$ cat src/rtl/multi_ch_pulse_gen_if.sv
// -----------------------------------------------------------------------------
// multi_ch_pulse_gen_if
// Control/data bundle between the user control registers and the multi-channel
// pulse-train generator.
//   i_trigger        per-channel start request (rising edge starts a burst)
//   i_stop           per-channel abort level
//   i_valid_amp      per-channel high-phase level
//   i_zero_amp       per-channel low-phase / idle level
//   i_data_duration  per-channel high-phase length in clocks
//   i_zero_duration  per-channel low-phase length in clocks
//   i_repeat         per-channel period count (0 = continuous)
//   i_dac_ready      shared DAC link-up indication
//   i_lmfc           shared one-clock LMFC pulse
//   o_data           packed sample lanes, channel c lane s at (c*SPC+s)
//   o_busy           per-channel burst in progress
//   o_done           per-channel one-clock completion pulse
// Modports: master = register/driver side, slave = generator side.
// -----------------------------------------------------------------------------
interface multi_ch_pulse_gen_if #(
  parameter int NUM_CH   = 4,
  parameter int SPC      = 4,
  parameter int SAMPLE_W = 16,
  parameter int DUR_W    = 32,
  parameter int RPT_W    = 16
);
  logic [NUM_CH-1:0]              i_trigger;
  logic [NUM_CH-1:0]              i_stop;
  logic [NUM_CH*SAMPLE_W-1:0]     i_valid_amp;
  logic [NUM_CH*SAMPLE_W-1:0]     i_zero_amp;
  logic [NUM_CH*DUR_W-1:0]        i_data_duration;
  logic [NUM_CH*DUR_W-1:0]        i_zero_duration;
  logic [NUM_CH*RPT_W-1:0]        i_repeat;
  logic                           i_dac_ready;
  logic                           i_lmfc;
  logic [NUM_CH*SPC*SAMPLE_W-1:0] o_data;
  logic [NUM_CH-1:0]              o_busy;
  logic [NUM_CH-1:0]              o_done;

  modport master (
    output i_trigger, i_stop, i_valid_amp, i_zero_amp, i_data_duration,
           i_zero_duration, i_repeat, i_dac_ready, i_lmfc,
    input  o_data, o_busy, o_done
  );

  modport slave (
    input  i_trigger, i_stop, i_valid_amp, i_zero_amp, i_data_duration,
           i_zero_duration, i_repeat, i_dac_ready, i_lmfc,
    output o_data, o_busy, o_done
  );
endinterface

$ cat src/rtl/multi_ch_pulse_gen.sv
// -----------------------------------------------------------------------------
// multi_ch_pulse_gen
// Independent per-channel rectangular pulse-train generator for the AWG DAC
// path. Each channel emits D_hi clocks of its valid level followed by D_lo
// clocks of its zero level, repeated N times (or forever when N = 0).
// Ports:
//   sys_clk  user clock, all logic on the rising edge
//   rst      synchronous active-high reset
//   bus      multi_ch_pulse_gen_if.slave (controls in, sample lanes/status out)
// Timing: the shared/control inputs pass through one register stage, the
// channel FSM follows, and o_data/o_busy/o_done are registered from the FSM
// state, so a trigger edge sampled at edge k gives valid data from edge k+2.
// -----------------------------------------------------------------------------
module multi_ch_pulse_gen #(
  parameter int NUM_CH     = 4,
  parameter int SPC        = 4,
  parameter int SAMPLE_W   = 16,
  parameter int DUR_W      = 32,
  parameter int RPT_W      = 16,
  parameter bit ALIGN_LMFC = 1'b1
) (
  input  logic                  sys_clk,
  input  logic                  rst,
  multi_ch_pulse_gen_if.slave   bus
);

  typedef enum logic [1:0] {
    ST_IDLE = 2'd0,
    ST_ARM  = 2'd1,
    ST_HIGH = 2'd2,
    ST_LOW  = 2'd3
  } state_e;

  // Last counter index of a phase; a zero duration behaves as one clock.
  // Subtracting instead of comparing against D keeps D = 2^DUR_W-1 wrap-free.
  function automatic logic [DUR_W-1:0] last_idx(input logic [DUR_W-1:0] dur);
    if (dur == {DUR_W{1'b0}}) begin
      last_idx = {DUR_W{1'b0}};
    end else begin
      last_idx = dur - {{(DUR_W-1){1'b0}}, 1'b1};
    end
  endfunction

  logic [NUM_CH-1:0] trig_hist_r;
  logic [NUM_CH-1:0] trig_edge_r;
  logic [NUM_CH-1:0] stop_r;
  logic              ready_r;
  logic              lmfc_r;

  // Input stage: trigger edge detect plus registered stop/ready/lmfc.
  // History resets to ones so a trigger held through reset never fires.
  always_ff @(posedge sys_clk) begin
    if (rst) begin
      trig_hist_r <= {NUM_CH{1'b1}};
      trig_edge_r <= {NUM_CH{1'b0}};
      stop_r      <= {NUM_CH{1'b0}};
      ready_r     <= 1'b0;
      lmfc_r      <= 1'b0;
    end else begin
      trig_hist_r <= bus.i_trigger;
      trig_edge_r <= bus.i_trigger & ~trig_hist_r;
      stop_r      <= bus.i_stop;
      ready_r     <= bus.i_dac_ready;
      lmfc_r      <= bus.i_lmfc;
    end
  end

  for (genvar c = 0; c < NUM_CH; c++) begin : g_ch
    state_e              state_r;
    logic [DUR_W-1:0]    cnt_r;
    logic [DUR_W-1:0]    hi_last_r;
    logic [DUR_W-1:0]    lo_last_r;
    logic [RPT_W-1:0]    rpt_r;
    logic [RPT_W-1:0]    per_cnt_r;
    logic [SAMPLE_W-1:0] valid_r;
    logic [SAMPLE_W-1:0] zero_r;
    logic [SAMPLE_W-1:0] sample_r;
    logic                busy_r;
    logic                done_r;
    logic                done_flag_r;
    logic                abort_s;
    logic                more_s;
    logic [SAMPLE_W-1:0] live_zero_s;

    assign live_zero_s = bus.i_zero_amp[c*SAMPLE_W +: SAMPLE_W];
    assign abort_s     = stop_r[c] | ~ready_r;
    // Another period follows when continuous or period_count+1 < repeat.
    assign more_s      = (rpt_r == {RPT_W{1'b0}}) ||
                         (({1'b0, per_cnt_r} + {{RPT_W{1'b0}}, 1'b1}) < {1'b0, rpt_r});

    // Channel FSM with counters, parameter snapshot and registered outputs.
    always_ff @(posedge sys_clk) begin
      if (rst) begin
        state_r     <= ST_IDLE;
        cnt_r       <= {DUR_W{1'b0}};
        hi_last_r   <= {DUR_W{1'b0}};
        lo_last_r   <= {DUR_W{1'b0}};
        rpt_r       <= {RPT_W{1'b0}};
        per_cnt_r   <= {RPT_W{1'b0}};
        valid_r     <= {SAMPLE_W{1'b0}};
        zero_r      <= {SAMPLE_W{1'b0}};
        sample_r    <= {SAMPLE_W{1'b0}};
        busy_r      <= 1'b0;
        done_r      <= 1'b0;
        done_flag_r <= 1'b0;
      end else begin
        done_flag_r <= 1'b0;
        case (state_r)
          ST_IDLE: begin
            if (trig_edge_r[c] && ready_r) begin
              valid_r   <= bus.i_valid_amp[c*SAMPLE_W +: SAMPLE_W];
              zero_r    <= live_zero_s;
              hi_last_r <= last_idx(bus.i_data_duration[c*DUR_W +: DUR_W]);
              lo_last_r <= last_idx(bus.i_zero_duration[c*DUR_W +: DUR_W]);
              rpt_r     <= bus.i_repeat[c*RPT_W +: RPT_W];
              per_cnt_r <= {RPT_W{1'b0}};
              cnt_r     <= {DUR_W{1'b0}};
              state_r   <= ALIGN_LMFC ? ST_ARM : ST_HIGH;
            end else begin
              state_r <= ST_IDLE;
            end
          end
          ST_ARM: begin
            if (abort_s) begin
              state_r <= ST_IDLE;
            end else if (lmfc_r) begin
              state_r <= ST_HIGH;
            end else begin
              state_r <= ST_ARM;
            end
          end
          ST_HIGH: begin
            if (abort_s) begin
              cnt_r   <= {DUR_W{1'b0}};
              state_r <= ST_IDLE;
            end else if (cnt_r == hi_last_r) begin
              cnt_r   <= {DUR_W{1'b0}};
              state_r <= ST_LOW;
            end else begin
              cnt_r <= cnt_r + {{(DUR_W-1){1'b0}}, 1'b1};
            end
          end
          ST_LOW: begin
            if (abort_s) begin
              cnt_r   <= {DUR_W{1'b0}};
              state_r <= ST_IDLE;
            end else if (cnt_r == lo_last_r) begin
              cnt_r <= {DUR_W{1'b0}};
              if (more_s) begin
                per_cnt_r <= per_cnt_r + {{(RPT_W-1){1'b0}}, 1'b1};
                state_r   <= ST_HIGH;
              end else begin
                done_flag_r <= 1'b1;
                state_r     <= ST_IDLE;
              end
            end else begin
              cnt_r <= cnt_r + {{(DUR_W-1){1'b0}}, 1'b1};
            end
          end
          default: begin
            cnt_r   <= {DUR_W{1'b0}};
            state_r <= ST_IDLE;
          end
        endcase

        // Outputs follow the current state one clock later; o_done lands on
        // the clock where o_data returns to the idle level.
        busy_r <= (state_r != ST_IDLE);
        done_r <= done_flag_r;
        case (state_r)
          ST_HIGH:        sample_r <= valid_r;
          ST_ARM, ST_LOW: sample_r <= zero_r;
          default:        sample_r <= live_zero_s;
        endcase
      end
    end

    assign bus.o_busy[c] = busy_r;
    assign bus.o_done[c] = done_r;
    for (genvar s = 0; s < SPC; s++) begin : g_lane
      assign bus.o_data[(c*SPC+s)*SAMPLE_W +: SAMPLE_W] = sample_r;
    end
  end

endmodule

$ cat src/flat_wrapper.sv
// flat-port wrapper written by rule: the top's interface ports become plain ports
module multi_ch_pulse_gen_flat 
#(
  parameter int NUM_CH     = 4,
  parameter int SPC        = 4,
  parameter int SAMPLE_W   = 16,
  parameter int DUR_W      = 32,
  parameter int RPT_W      = 16,
  parameter bit ALIGN_LMFC = 1'b1
)
  (sys_clk, rst, bus_i_trigger, bus_i_stop, bus_i_valid_amp, bus_i_zero_amp, bus_i_data_duration, bus_i_zero_duration, bus_i_repeat, bus_i_dac_ready, bus_i_lmfc, bus_o_data, bus_o_busy, bus_o_done);
  multi_ch_pulse_gen_if #(.NUM_CH(NUM_CH), .SPC(SPC), .SAMPLE_W(SAMPLE_W), .DUR_W(DUR_W), .RPT_W(RPT_W)) bus_i ();
  input  logic sys_clk;
  input  logic rst;
  input wire logic [$bits(bus_i.i_trigger)-1:0] bus_i_trigger;
  input wire logic [$bits(bus_i.i_stop)-1:0] bus_i_stop;
  input wire logic [$bits(bus_i.i_valid_amp)-1:0] bus_i_valid_amp;
  input wire logic [$bits(bus_i.i_zero_amp)-1:0] bus_i_zero_amp;
  input wire logic [$bits(bus_i.i_data_duration)-1:0] bus_i_data_duration;
  input wire logic [$bits(bus_i.i_zero_duration)-1:0] bus_i_zero_duration;
  input wire logic [$bits(bus_i.i_repeat)-1:0] bus_i_repeat;
  input wire logic [$bits(bus_i.i_dac_ready)-1:0] bus_i_dac_ready;
  input wire logic [$bits(bus_i.i_lmfc)-1:0] bus_i_lmfc;
  output wire logic [$bits(bus_i.o_data)-1:0] bus_o_data;
  output wire logic [$bits(bus_i.o_busy)-1:0] bus_o_busy;
  output wire logic [$bits(bus_i.o_done)-1:0] bus_o_done;
  assign bus_i.i_trigger = bus_i_trigger;
  assign bus_i.i_stop = bus_i_stop;
  assign bus_i.i_valid_amp = bus_i_valid_amp;
  assign bus_i.i_zero_amp = bus_i_zero_amp;
  assign bus_i.i_data_duration = bus_i_data_duration;
  assign bus_i.i_zero_duration = bus_i_zero_duration;
  assign bus_i.i_repeat = bus_i_repeat;
  assign bus_i.i_dac_ready = bus_i_dac_ready;
  assign bus_i.i_lmfc = bus_i_lmfc;
  assign bus_o_data = bus_i.o_data;
  assign bus_o_busy = bus_i.o_busy;
  assign bus_o_done = bus_i.o_done;
  multi_ch_pulse_gen #(.NUM_CH(NUM_CH), .SPC(SPC), .SAMPLE_W(SAMPLE_W), .DUR_W(DUR_W), .RPT_W(RPT_W), .ALIGN_LMFC(ALIGN_LMFC)) u_core (.sys_clk(sys_clk), .rst(rst), .bus(bus_i));
endmodule
$ cat config.mk
export PLATFORM = sky130hd
export DESIGN_NAME = multi_ch_pulse_gen_flat
export DESIGN_NICKNAME = d
export VERILOG_FILES = /design/src/rtl/multi_ch_pulse_gen_if.sv /design/src/rtl/multi_ch_pulse_gen.sv /design/src/flat_wrapper.sv
export SDC_FILE = /design/constraint.sdc
export NUM_CORES = 2
export LEC_CHECK = 0
export ABC_CLOCK_PERIOD_IN_PS = 9250
export BUFFER_PORTS_ARGS = -buffer_cell sky130_fd_sc_hd__buf_2
export CORE_MARGIN = 3
export CORE_UTILIZATION = 42
export CTS_CLUSTER_SIZE = 30
export DETAILED_ROUTE_END_ITERATION = 7
export GPL_TIMING_DRIVEN = 0
export HOLD_SLACK_MARGIN = 0.1
export PLACE_DENSITY_LB_ADDON = 0.15
export RECOVER_POWER = 100
export SYNTH_ARGS = -nofsm -noshare
export SYNTH_HDL_FRONTEND = slang
export SYNTH_SLANG_ARGS = --single-unit
$ cat constraint.sdc
create_clock -name sys_clk -period 9.25 [get_ports sys_clk]
set_input_delay 0.4625 -clock sys_clk [delete_from_list [all_inputs] [get_ports sys_clk]]
set_output_delay 0.4625 -clock sys_clk [all_outputs]
set_load 0.02 [all_outputs]
==> run metrics <==
number of global-route vias before repair 36910; Ports 724; Port Buffers 723; CP required 9.75 ns; area leader, netlist dfxtp_1; # clock sinks 738; largest family of logic cells by synthesized area simple AND/OR/NAND/NOR gates; Fin. Hold Viols 0; Leakage 19.44 nW; top-count cell post-synth nand2_1; post-route DRC violation count 0; RSZ-0062 raised after global routing false; Synth Flop Type dfxtp_1; HPWL Detailed 114800 um; CP top delay family compound AO/OA/AOI/OAI gates; via count 39070; Initial Utilization 42.79%; synth cell count leaders nand2_1, dfxtp_1, nor2_1; Max Clock Freq 216.0 MHz; startpoint types flip-flop; Post-Syn Area 39580 um2; DR WL/cell 20.13 um; largest cells by area after synthesis dfxtp_1, nand2_1, xor2_1; post-synth cell types 83; clk buf depth 3; VDD IR-drop max 0.1336 mV; CP endpoint kind flip-flop; Die X 313.0 um; RR Startpoint u_core.g_ch[3].per_cnt_r[0]; gr usage total 28.98%; clk_lat worst skew 0.64 ns; Slew HR 11.48%; Synth Area in XOR/XNOR 12.28%; status complete, no violations; share of the synthesized area in the top cell type 37.33%; critical setup path kind reg2reg; Worst Hold Class in2reg; crit path capture u_core.g_ch[3].per_cnt_r[9]; Crit path largest cell delay 1.01 ns; CP max FO 10; Setup violations, final 0; Reg clk slew, reported paths 0.06 ns; die area 97960 um2; syn_nets 5583; Placeable Area 92500 um2; final WL 148500 um; GRT overflow 0; pin count of the biggest net entering global routing 14; Synth Area in Simple Gates 23.51%; r2r endpoint u_core.g_ch[3].per_cnt_r[9]; Initial DRT Pass Iterations 6; number of synthesized flops with an enable pin 0; layout cells sized above 1 14.55%; Tmin final 4.630 ns; multiplexer share of the synthesized area 1.062%; Slew Limit Fails 0; global-route wire length before repair 222200 um; Bufs and invs on worst path 1; Synth async-reset ratio 0%; final setup TNS 0 ns; Power Density 153.8 nW/um2; gpl congestion 0.9314; Reg2Reg Depth 13; Max Cap Viol 0; compound-gate portion of the synthesized area 14.70%; Worst Max-Slew Pin Slew 1.328 ns; layout net count 6594; DR vias/cell 5.294; die height 313.0 um; post-synthesis average cell area 7.870 um2; crit-path cells nand3_1, nor4_1, nand3_1, xnor2_1, ha_1, nand2_1, o211ai_1, o211ai_1, a2bb2oi_1, a31oi_1, o21ai_0, clkbuf_1, o21ai_0; Rows 111; Synth warnings 0; sequential area share after synthesis 37.33%; drt first-iter violations 3076; dpl ws 4.651 ns; H-tree levels 3; Inserted Clock Buffers 85; final worst path period share 50.06%; Final WS setup 4.620 ns; Post-Syn Instances 5029; initial antenna violation count 35; Layout area overhead 24.90%; clock tree from TritonCTS built; Critical Path Source u_core.g_ch[3].per_cnt_r[0]; CTS Root Cell clkbuf_16; post-synthesis adder-cell area fraction 2.972%; FF-to-FF setup slack 4.62 ns; crit path DAT 5.13 ns; clk_skew 0.02626 ns; Max stage delay cell, worst path nor4_1; Yosys reg bits 738; Routed Antenna Nets 0; Crit path depth 13
kinds of logic after synthesis:
group	Yosys count
and+or+nand+nor	1982
AOI/OAI and AO/OA	970
DFF	738
buffers and inverters	648
xor gates and xnor gates	555
adders and majority gates	94
muxes	42
worst min-delay path by stage:
| stage | startpoint | endpoint | slack [ns] | depth (start not counted) |
|---|---|---|---|---|
| 2_1_floorplan | u_core.trig_hist_r[3] | u_core.trig_edge_r[3] | 0.37 | 1 |
| 3_3_place_gp | u_core.trig_hist_r[0] | u_core.trig_edge_r[0] | 0.38 | 1 |
| 3_5_place_dp | u_core.trig_hist_r[3] | u_core.trig_edge_r[3] | 0.38 | 1 |
| 4_1_cts | bus_i_valid_amp[63] | u_core.g_ch[3].valid_r[15] | 0.10 | 3 |
| 5_1_grt | bus_i_stop[0] | u_core.stop_r[0] | 0.11 | 2 |
| 6_report | bus_i_valid_amp[63] | u_core.g_ch[3].valid_r[15] | 0.13 | 3 |
stage by stage:
| stage | hold slack, ns | area [um2] | std cells | util [%] | total power, mW |
|---|---|---|---|---|---|
| after floorplan | 0.3721 | 39580 | 5029 | - | 3.648 |
| after global placement | 0.3771 | 44750 | 6995 | 48.38 | 3.984 |
| after detailed placement | 0.3828 | 44750 | 6995 | 48.38 | 3.988 |
| after CTS | 0.1001 | 49760 | 7351 | 53.80 | 7.669 |
| after global routing | 0.1116 | 49420 | 7373 | 53.43 | 7.830 |
| final | 0.1315 | 49430 | 7380 | 53.45 | 7.602 |
placed cells by master, fill, tap and decap left out, types with 161 or more instances in the layout:
cell type / netlist / final
o21ai_0: 231 / 252
clkbuf_1: 245 / 511
dfxtp_1: 738 / 738
buf_2: 6 / 494
xnor2_1: 225 / 225
dlygate4sd3_1: 0 / 201
inv_1: 161 / 161
nand2_1: 804 / 805
xor2_1: 330 / 330
a21oi_1: 392 / 392
nor2_1: 419 / 419
buf_4: 202 / 165
registers in the layout (all words and copies together), names as in the netlist:
signal,count
u_core.g_ch.sample_r,64
u_core.g_ch.done_r,4
u_core.g_ch.state_r,8
u_core.g_ch.zero_r,64
u_core.g_ch.lo_last_r,128
u_core.g_ch.valid_r,64
u_core.trig_hist_r,4
u_core.g_ch.done_flag_r,4
u_core.stop_r,4
u_core.g_ch.hi_last_r,128
u_core.g_ch.per_cnt_r,64
u_core.trig_edge_r,4
u_core.g_ch.busy_r,4
u_core.g_ch.rpt_r,64
u_core.ready_r,1
u_core.g_ch.cnt_r,128
u_core.lmfc_r,1
cell type report:
class	instances	area, um2
Multi-Input combinational cell	3643	21510
Buffer	487	2587
Timing Repair Buffer	924	5340
Clock inverter	40	564.3
Inverter	161	604.3
Antenna cell	29	72.57
Fill cell	9177	43060
Sequential cell	738	14770
Tap cell	1243	1555
Clock buffer	115	2431
where the power goes:
| group | leakage [nW] | internal, mW | switching [mW] |
|---|---|---|---|
| clock | 1.48 | 2.21 | 1.42 |
| combinational | 12.0 | 0.298 | 0.426 |
| sequential | 5.97 | 3.21 | 0.0393 |
| total | 19.4 | 5.72 | 1.88 |
worst reg2reg max path: cells and delay by family, from the launching register on:
family                   cells  cell delay [ns]
AO/OA/AOI/OAI                6             1.67
AND/OR/NAND/NOR              4             1.45
buffers and inverters        1             0.43
flip-flops                   1             0.39
XOR/XNOR                     1             0.30
adder cells (fa/ha/maj)      1             0.27
routing by layer:
metal | wire, um | track usage (%) | up-vias
met5 | 41 | 0 | -
met4 | 5872 | 11.22 | 8
met3 | 9929 | 4.668 | 279
met2 | 69680 | 48.69 | 1421
met1 | 63020 | 37.22 | 18230
li1 | - | - | 19130
timing repair:
item | CTS | global route
setup buffers | 0 | 0
hold buffers | 201 | 0
gates resized for setup | 0 | 0
endpoints found under the hold margin | 249 | 0
No activity file was read; power rests on OpenSTA's default activity.
